## config.mk

```make
export PLATFORM = sky130hd
export DESIGN_NAME = shift_register_sipo
export DESIGN_NICKNAME = d
export VERILOG_FILES = /design/src/rtl/shift_reg_pkg.sv /design/src/rtl/shift_register_sipo.sv
export SDC_FILE = /design/constraint.sdc
export NUM_CORES = 1
export LEC_CHECK = 0
export ABC_AREA = 1
export CELL_PAD_IN_SITES_DETAIL_PLACEMENT = 0
export CELL_PAD_IN_SITES_GLOBAL_PLACEMENT = 1
export CORE_ASPECT_RATIO = 0.5
export CORE_MARGIN = 5
export CORE_UTILIZATION = 36
export DETAILED_ROUTE_END_ITERATION = 10
export PLACE_DENSITY = 0.79
export SLEW_MARGIN = 5
export SYNTH_ARGS = -nofsm -noshare
export SYNTH_HDL_FRONTEND = slang
export SYNTH_SLANG_ARGS = --single-unit
```

## constraint.sdc

```tcl
create_clock -name clk -period 1.35 [get_ports clk]
set_input_delay 0.135 -clock clk [delete_from_list [all_inputs] [get_ports clk]]
set_output_delay 0.135 -clock clk [all_outputs]
set_load 0.05 [all_outputs]
```

## src/rtl/shift_reg_pkg.sv

```systemverilog
// Shared definitions for the serial-in / parallel-out receiver.
package shift_reg_pkg;

  localparam int DEFAULT_WIDTH = 16;

  // Receiver FSM: IDLE holds no partial bits, SHIFT has 1..WIDTH-1 captured.
  typedef enum logic {
    IDLE  = 1'b0,
    SHIFT = 1'b1
  } state_e;

  // Bit counter width; the count only ever reaches WIDTH-1 before wrapping.
  function automatic int cnt_width(input int w);
    return (w < 2) ? 1 : $clog2(w);
  endfunction

endpackage

```

## src/rtl/shift_register_sipo.sv

```systemverilog
// Serial-in / parallel-out receiver. MSB-first words are assembled in a shift
// register; completed words land in po with a valid/ack handshake and a sticky
// overrun flag when an unacknowledged word is overwritten.
module shift_register_sipo
  import shift_reg_pkg::*;
#(
  parameter int WIDTH = DEFAULT_WIDTH
) (
  input  logic             clk,
  input  logic             rst,
  input  logic             on,
  input  logic             si,
  input  logic             ack,
  output logic [WIDTH-1:0] po,
  output logic             valid,
  output logic             overrun,
  output logic             busy
);

  localparam int CW = cnt_width(WIDTH);
  localparam logic [CW-1:0] LAST = CW'(WIDTH - 1);

  state_e           state_q, state_d;
  logic [WIDTH-1:0] sr_q, sr_d;
  logic [CW-1:0]    cnt_q, cnt_d;
  logic [WIDTH-1:0] po_q, po_d;
  logic             valid_q, valid_d;
  logic             overrun_q, overrun_d;
  logic             busy_q, busy_d;

  // Next-state: ack clears the handshake first, then a completing word
  // overrides po/valid/overrun so a same-edge ack still yields a fresh word.
  always_comb begin
    state_d   = state_q;
    sr_d      = sr_q;
    cnt_d     = cnt_q;
    po_d      = po_q;
    valid_d   = valid_q;
    overrun_d = overrun_q;

    if (ack && valid_q) begin
      valid_d   = 1'b0;
      overrun_d = 1'b0;
    end

    if (on) begin
      sr_d = {sr_q[WIDTH-2:0], si};
      if (cnt_q == LAST) begin
        // Word complete: hand it off and restart from bit 1 next edge.
        state_d   = IDLE;
        cnt_d     = '0;
        sr_d      = '0;
        po_d      = {sr_q[WIDTH-2:0], si};
        valid_d   = 1'b1;
        overrun_d = valid_q && !ack;
      end else begin
        state_d = SHIFT;
        cnt_d   = cnt_q + CW'(1);
      end
    end else begin
      // Dropping on aborts any partial word; the output side is untouched.
      state_d = IDLE;
      cnt_d   = '0;
      sr_d    = '0;
    end

    busy_d = (cnt_d != '0);
  end

  // State and registered outputs; reset wins over on/ack.
  always_ff @(posedge clk) begin
    if (rst) begin
      state_q   <= IDLE;
      sr_q      <= '0;
      cnt_q     <= '0;
      po_q      <= '0;
      valid_q   <= 1'b0;
      overrun_q <= 1'b0;
      busy_q    <= 1'b0;
    end else begin
      state_q   <= state_d;
      sr_q      <= sr_d;
      cnt_q     <= cnt_d;
      po_q      <= po_d;
      valid_q   <= valid_d;
      overrun_q <= overrun_d;
      busy_q    <= busy_d;
    end
  end

  assign po      = po_q;
  assign valid   = valid_q;
  assign overrun = overrun_q;
  assign busy    = busy_q;

endmodule
```

# ---- Yosys cells after proc, flatten, opt, wreduce, memory -nomap -nowiden
# Cells that the tools add are included.
# W data, S select, Z words.
dict set report word_totals {
  ff_bits 38
  inputBits 5
  out_inout_bits 19
}
dict set report classes {
  addsub 1
  eq_ne 1
  mux 8
  bitwise 1
  reduce_logical 6
}
# operator count
set op_table {}
lappend op_table {{$mux W4} 2}
lappend op_table {{$mux W1} 6}
lappend op_table {{$add A4 B1 Y4 const B} 1}
lappend op_table {{$eq A4 B4 Y1 const B} 1}
lappend op_table {{$reduce_bool A4 Y1} 1}
lappend op_table {{$reduce_or A3 Y1} 1}
lappend op_table {{$logic_and A1 B1 Y1} 2}
lappend op_table {{$reduce_and A2 Y1} 1}
lappend op_table {{$logic_not A1 Y1} 1}
lappend op_table {{$not A1 Y1} 1}

# ---- Depth between registers and ports, before layout
dict set report logic_depth {
  word_depth 4
  depth_mapped 7
}

# ---- Worst setup path after synthesis
# Ideal clock, no wire load.
dict set report synth_path {
  path_kind {register to register}
  startpoint {reg cnt_q[0]}
  endpoint {reg po_q[0], in the netlist po[0]}
  setup_time_ns 0.116
  arrival_ns 1.122
  t_required_ns 1.234
  path_slack_ns 0.112
  path_stages_with_launch 6
  n_path_buf 1
  cell_sequence {dfxtp_1 > ha_1 > nand4_1 > clkbuf_2 > o21ai_0 > nor2_1}
}
dict set report synth_via {
  elab_chain_cells 2
}
# item line
set synth_rtl {}
lappend synth_rtl {{start, declared} shift_register_sipo.sv:25} ;# logic [CW-1:0] cnt_q, cnt_d;
lappend synth_rtl {{start signal, assigned} shift_register_sipo.sv:83} ;# cnt_q <= cnt_d;
lappend synth_rtl {{$eq A4 B4 Y1} shift_register_sipo.sv:48} ;# if (cnt_q == LAST) begin
lappend synth_rtl {{$reduce_and A2 Y1 (no line)} -}
lappend synth_rtl {{end signal, assigned} shift_register_sipo.sv:84} ;# po_q <= po_d;
lappend synth_rtl {{end, declared} shift_register_sipo.sv:26} ;# logic [WIDTH-1:0] po_q, po_d;
# No other way between the ends.
# A chain may end at the register's enable or synchronous reset.

# ---- Worst setup path in the final report
dict set report layout_path {
  startpoint {reg cnt_q[1]}
  endpoint {reg po_q[5], in the netlist po[5]}
}
# The elaborated chain is that of the path after synthesis.

==> flow_metrics.py <==
metrics = {
    "run_status": {
        "outcome": "finished clean",
    },
    "global_route": {
        "antenna_found_initial": 0,
        "first_global_vias": 886,
        "overflow": 0,
        "largest_net_degree_at_the_start_of_global_routing": 18,
        "global_route_wire_length_before_repair_um": 3950,
        "gr-usage-all-layers_pct": 11.1,
    },
    "floorplanning": {
        "die_w_um": 93.7,
        "core_area_um2": 3400,
        "initial_core_util_pct": 37.2,
        "fp.dieH_um": 51.9,
        "die_area_um2": 4860,
        "row_count": 15,
        "total_i_o_pin_count": 24,
    },
    "worst_setup_path": {
        "worst_ep_required_time_ps": 1580,
        "critical_path.n_buffers_inverters": 1,
        "crit_path_frequent_cell": "sky130_fd_sc_hd__nor2_1",
        "worstPathMaxFanout": 9,
        "timing.critical_path.slowest_stage_cell": "sky130_fd_sc_hd__dfxtp_1",
        "slowest_delay_ps": 350,
        "criticalPathCategory": "flop to flop",
        "cp_top_delay_family": "simple AND/OR/NAND/NOR gates",
        "setup.worst_path.start_class": "flop",
        "path_cells": "ha_2 > nand3_2 > nor2_4 > buf_4 > nor2_1 > nor2_1",
        "cp_data_arrival_time_ps": 1440,
        "worst_setup_path_end_kind": "flop",
    },
    "cts": {
        "path_clk_slew_ps": 70,
        "clock_latency_ps": 290,
        "clock_sinks": 38,
        "cts_setup_buffers": 0,
        "tritoncts_clock_tree": "done",
        "cts_htree_levels": 2,
        "cts_buffers": 5,
        "holdBufCountCts": 0,
        "clock_path_buffers": 2,
        "cts_root_buffer": "sky130_fd_sc_hd__clkbuf_8",
        "post_cts_resized": 0,
    },
    "placement": {
        "hpwl_um": 1810,
        "gpl.final_weighted_congestion": 0.778,
        "port_buffers": 23,
    },
    "finish": {
        "area_growth_pct": 49.1,
        "fill_cells": 309,
        "final_nets": 193,
        "antenna_cells": 0,
        "layout-drive-gt1-share_pct": 19.7,
    },
    "synthesis": {
        "post_synth_edffs": 0,
        "seq_area_frac_synth_pct": 60.3,
        "synth-warning-count": 0,
        "postSynth.asyncResetShare_pct": 0,
        "yosys.cell_count.top_type": "sky130_fd_sc_hd__nor2_1",
        "synth_common_cells": "sky130_fd_sc_hd__nor2_1 (51), sky130_fd_sc_hd__dfxtp_1 (38), sky130_fd_sc_hd__inv_1 (24), sky130_fd_sc_hd__o21ai_0 (16), sky130_fd_sc_hd__nand2_1 (11)",
        "post_synth_num_cell_types": 16,
        "mappedNetlistArea_um2": 1260,
        "ys_dominant_reg_cell": "sky130_fd_sc_hd__dfxtp_1",
        "syn_area_per_cell_um2": 8.20,
        "synth_top_cells_by_area": "sky130_fd_sc_hd__dfxtp_1 (60%), sky130_fd_sc_hd__nor2_1 (15%), sky130_fd_sc_hd__inv_1 (7.1%), sky130_fd_sc_hd__o21ai_0 (6.3%), sky130_fd_sc_hd__nand2_1 (3.3%)",
        "post_synth_inst_count": 154,
        "synth.top_cell.area_share_pct": 60.3,
        "synth.ff_latch_count": 38,
        "netlist.top_cell.by_area": "sky130_fd_sc_hd__dfxtp_1",
        "postSynthNetCount": 160,
    },
    "timing": {
        "skew_ps": 2.33,
        "timing.setup.tns_ps": 0,
        "rsz0062_at_grt": "no",
        "max-slew-margin-rel_pct": 85.6,
        "timing.final.max_slew_violations": 0,
        "report.final.hold_viol_count": 0,
        "post-route-min-period_ps": 1210,
        "fmax_ghz": 0.828,
        "final.period_utilization_pct": 89.5,
        "worstMarginPinSlew_ps": 216,
        "timing.hold.ws_ps": 426,
        "finalSetupViolations": 0,
    },
    "drt": {
        "totalWireLength_um": 2410,
        "avgViaCountPerCell": 4.17,
        "wire_per_inst_um": 10.1,
        "drc": 0,
        "dr.first_iter.drc_count": 46,
        "via_count": 997,
        "antenna_violating_nets_post_route": 0,
        "drt_first_pass_iters": 4,
    },
    "power": {
        "power.density_cell_area_nw_per_um2": 1070,
        "ir_drop_mv": 0.453,
        "total_leakage_power_nw": 0.748,
    },
    "run": {
        "drv.max_cap_violation_count": 0,
    },
    "min_path": {
        "hold_path.class": "flop to flop",
    },
}
==> final cells by class <==
class,count,area [µm²],area share (%)
clock buffer,7,86.3,4.59
clock inverter,1,5.00,0.266
inverter,24,90.1,4.79
multi-input combinational,88,389,20.7
sequential,38,762,40.5
tap,51,63.8,3.39
timing repair buffer,30,485,25.8
==> sequential cells by signal, summed over array words and instances (netlist names) <==
register  count
busy          1
cnt_q         4
overrun       1
po           16
sr_q         15
valid         1
==> worst min-delay path: cells and delay by family (launching register included) <==
| family | cells | cell delay (ps) |
|---|---|---|
| DFF | 1 | 310 |
| buffers and inverters | 1 | 40 |
| and+or+nand+nor | 1 | 30 |
==> path summary, 6_finish.rpt <==
| kind | start | end | slack (ps) | depth (start not counted) |
|---|---|---|---|---|
| min reg2reg | sr_q[10] | sr_q[11] | 430 | 2 |
| max reg2reg | cnt_q[1] | po[5] | 140 | 6 |
| max | cnt_q[1] | po[5] | 140 | 6 |
| min | sr_q[10] | sr_q[11] | 430 | 2 |
==> where the power goes <==
part | internal, W | switching [W]
Sequential | 0.00113 | 0.00000545
Clock | 0.000412 | 0.000383
Combinational | 0.0000384 | 0.0000442
==> per-layer routing <==
layer  wire length (µm)  global-route usage [%]
met1               1100                    12.4
met2               1150                    17.9
met3                 96                    3.90
met4                 72                    7.91
met5                  0                       0
==> cell usage in the layout (no fill, tap or decap) <==
master and instances:
sky130_fd_sc_hd__nand3_1 2, sky130_fd_sc_hd__nand3b_1 1, sky130_fd_sc_hd__nand4_1 2, sky130_fd_sc_hd__inv_1 24, sky130_fd_sc_hd__nand2_1 11, sky130_fd_sc_hd__nor2_4 1
sky130_fd_sc_hd__o21ai_1 1, sky130_fd_sc_hd__dfxtp_2 1, sky130_fd_sc_hd__clkinv_2 1, sky130_fd_sc_hd__clkbuf_8 6, sky130_fd_sc_hd__buf_4 6, sky130_fd_sc_hd__buf_12 20
sky130_fd_sc_hd__ha_2 1, sky130_fd_sc_hd__dfxtp_1 37, sky130_fd_sc_hd__a21oi_1 2, sky130_fd_sc_hd__clkdlybuf4s50_1 4, sky130_fd_sc_hd__nand3_2 1, sky130_fd_sc_hd__o21ai_0 15
sky130_fd_sc_hd__nor2_1 51, sky130_fd_sc_hd__clkbuf_1 1
==> metrics by stage <==
stage / setup WS, ps / cell area, µm² / instances / util [%] / power [W]
after global routing: 9.10 / 1880 / 239 / 55.4 / 0.00210
after CTS: 69.4 / 1880 / 239 / 55.3 / 0.00203
after detailed placement: 26.7 / 1790 / 231 / 52.6 / 0.00124
after floorplan: 112 / 1260 / 154 / - / 0.00120
final: 142 / 1880 / 239 / 55.4 / 0.00201
after global placement: 72.3 / 1790 / 231 / 52.6 / 0.00124
==> logic make-up after synthesis <==
| logic type | count (synthesis) | share of synthesized area (%) |
|---|---|---|
| compound gates | 18 | 7.14 |
| fa+ha+maj | 1 | 0.991 |
| buf+inv | 28 | 9.12 |
| flops | 38 | 60.3 |
| simple gates | 69 | 22.5 |
No activity file was read; power rests on OpenSTA's default activity.
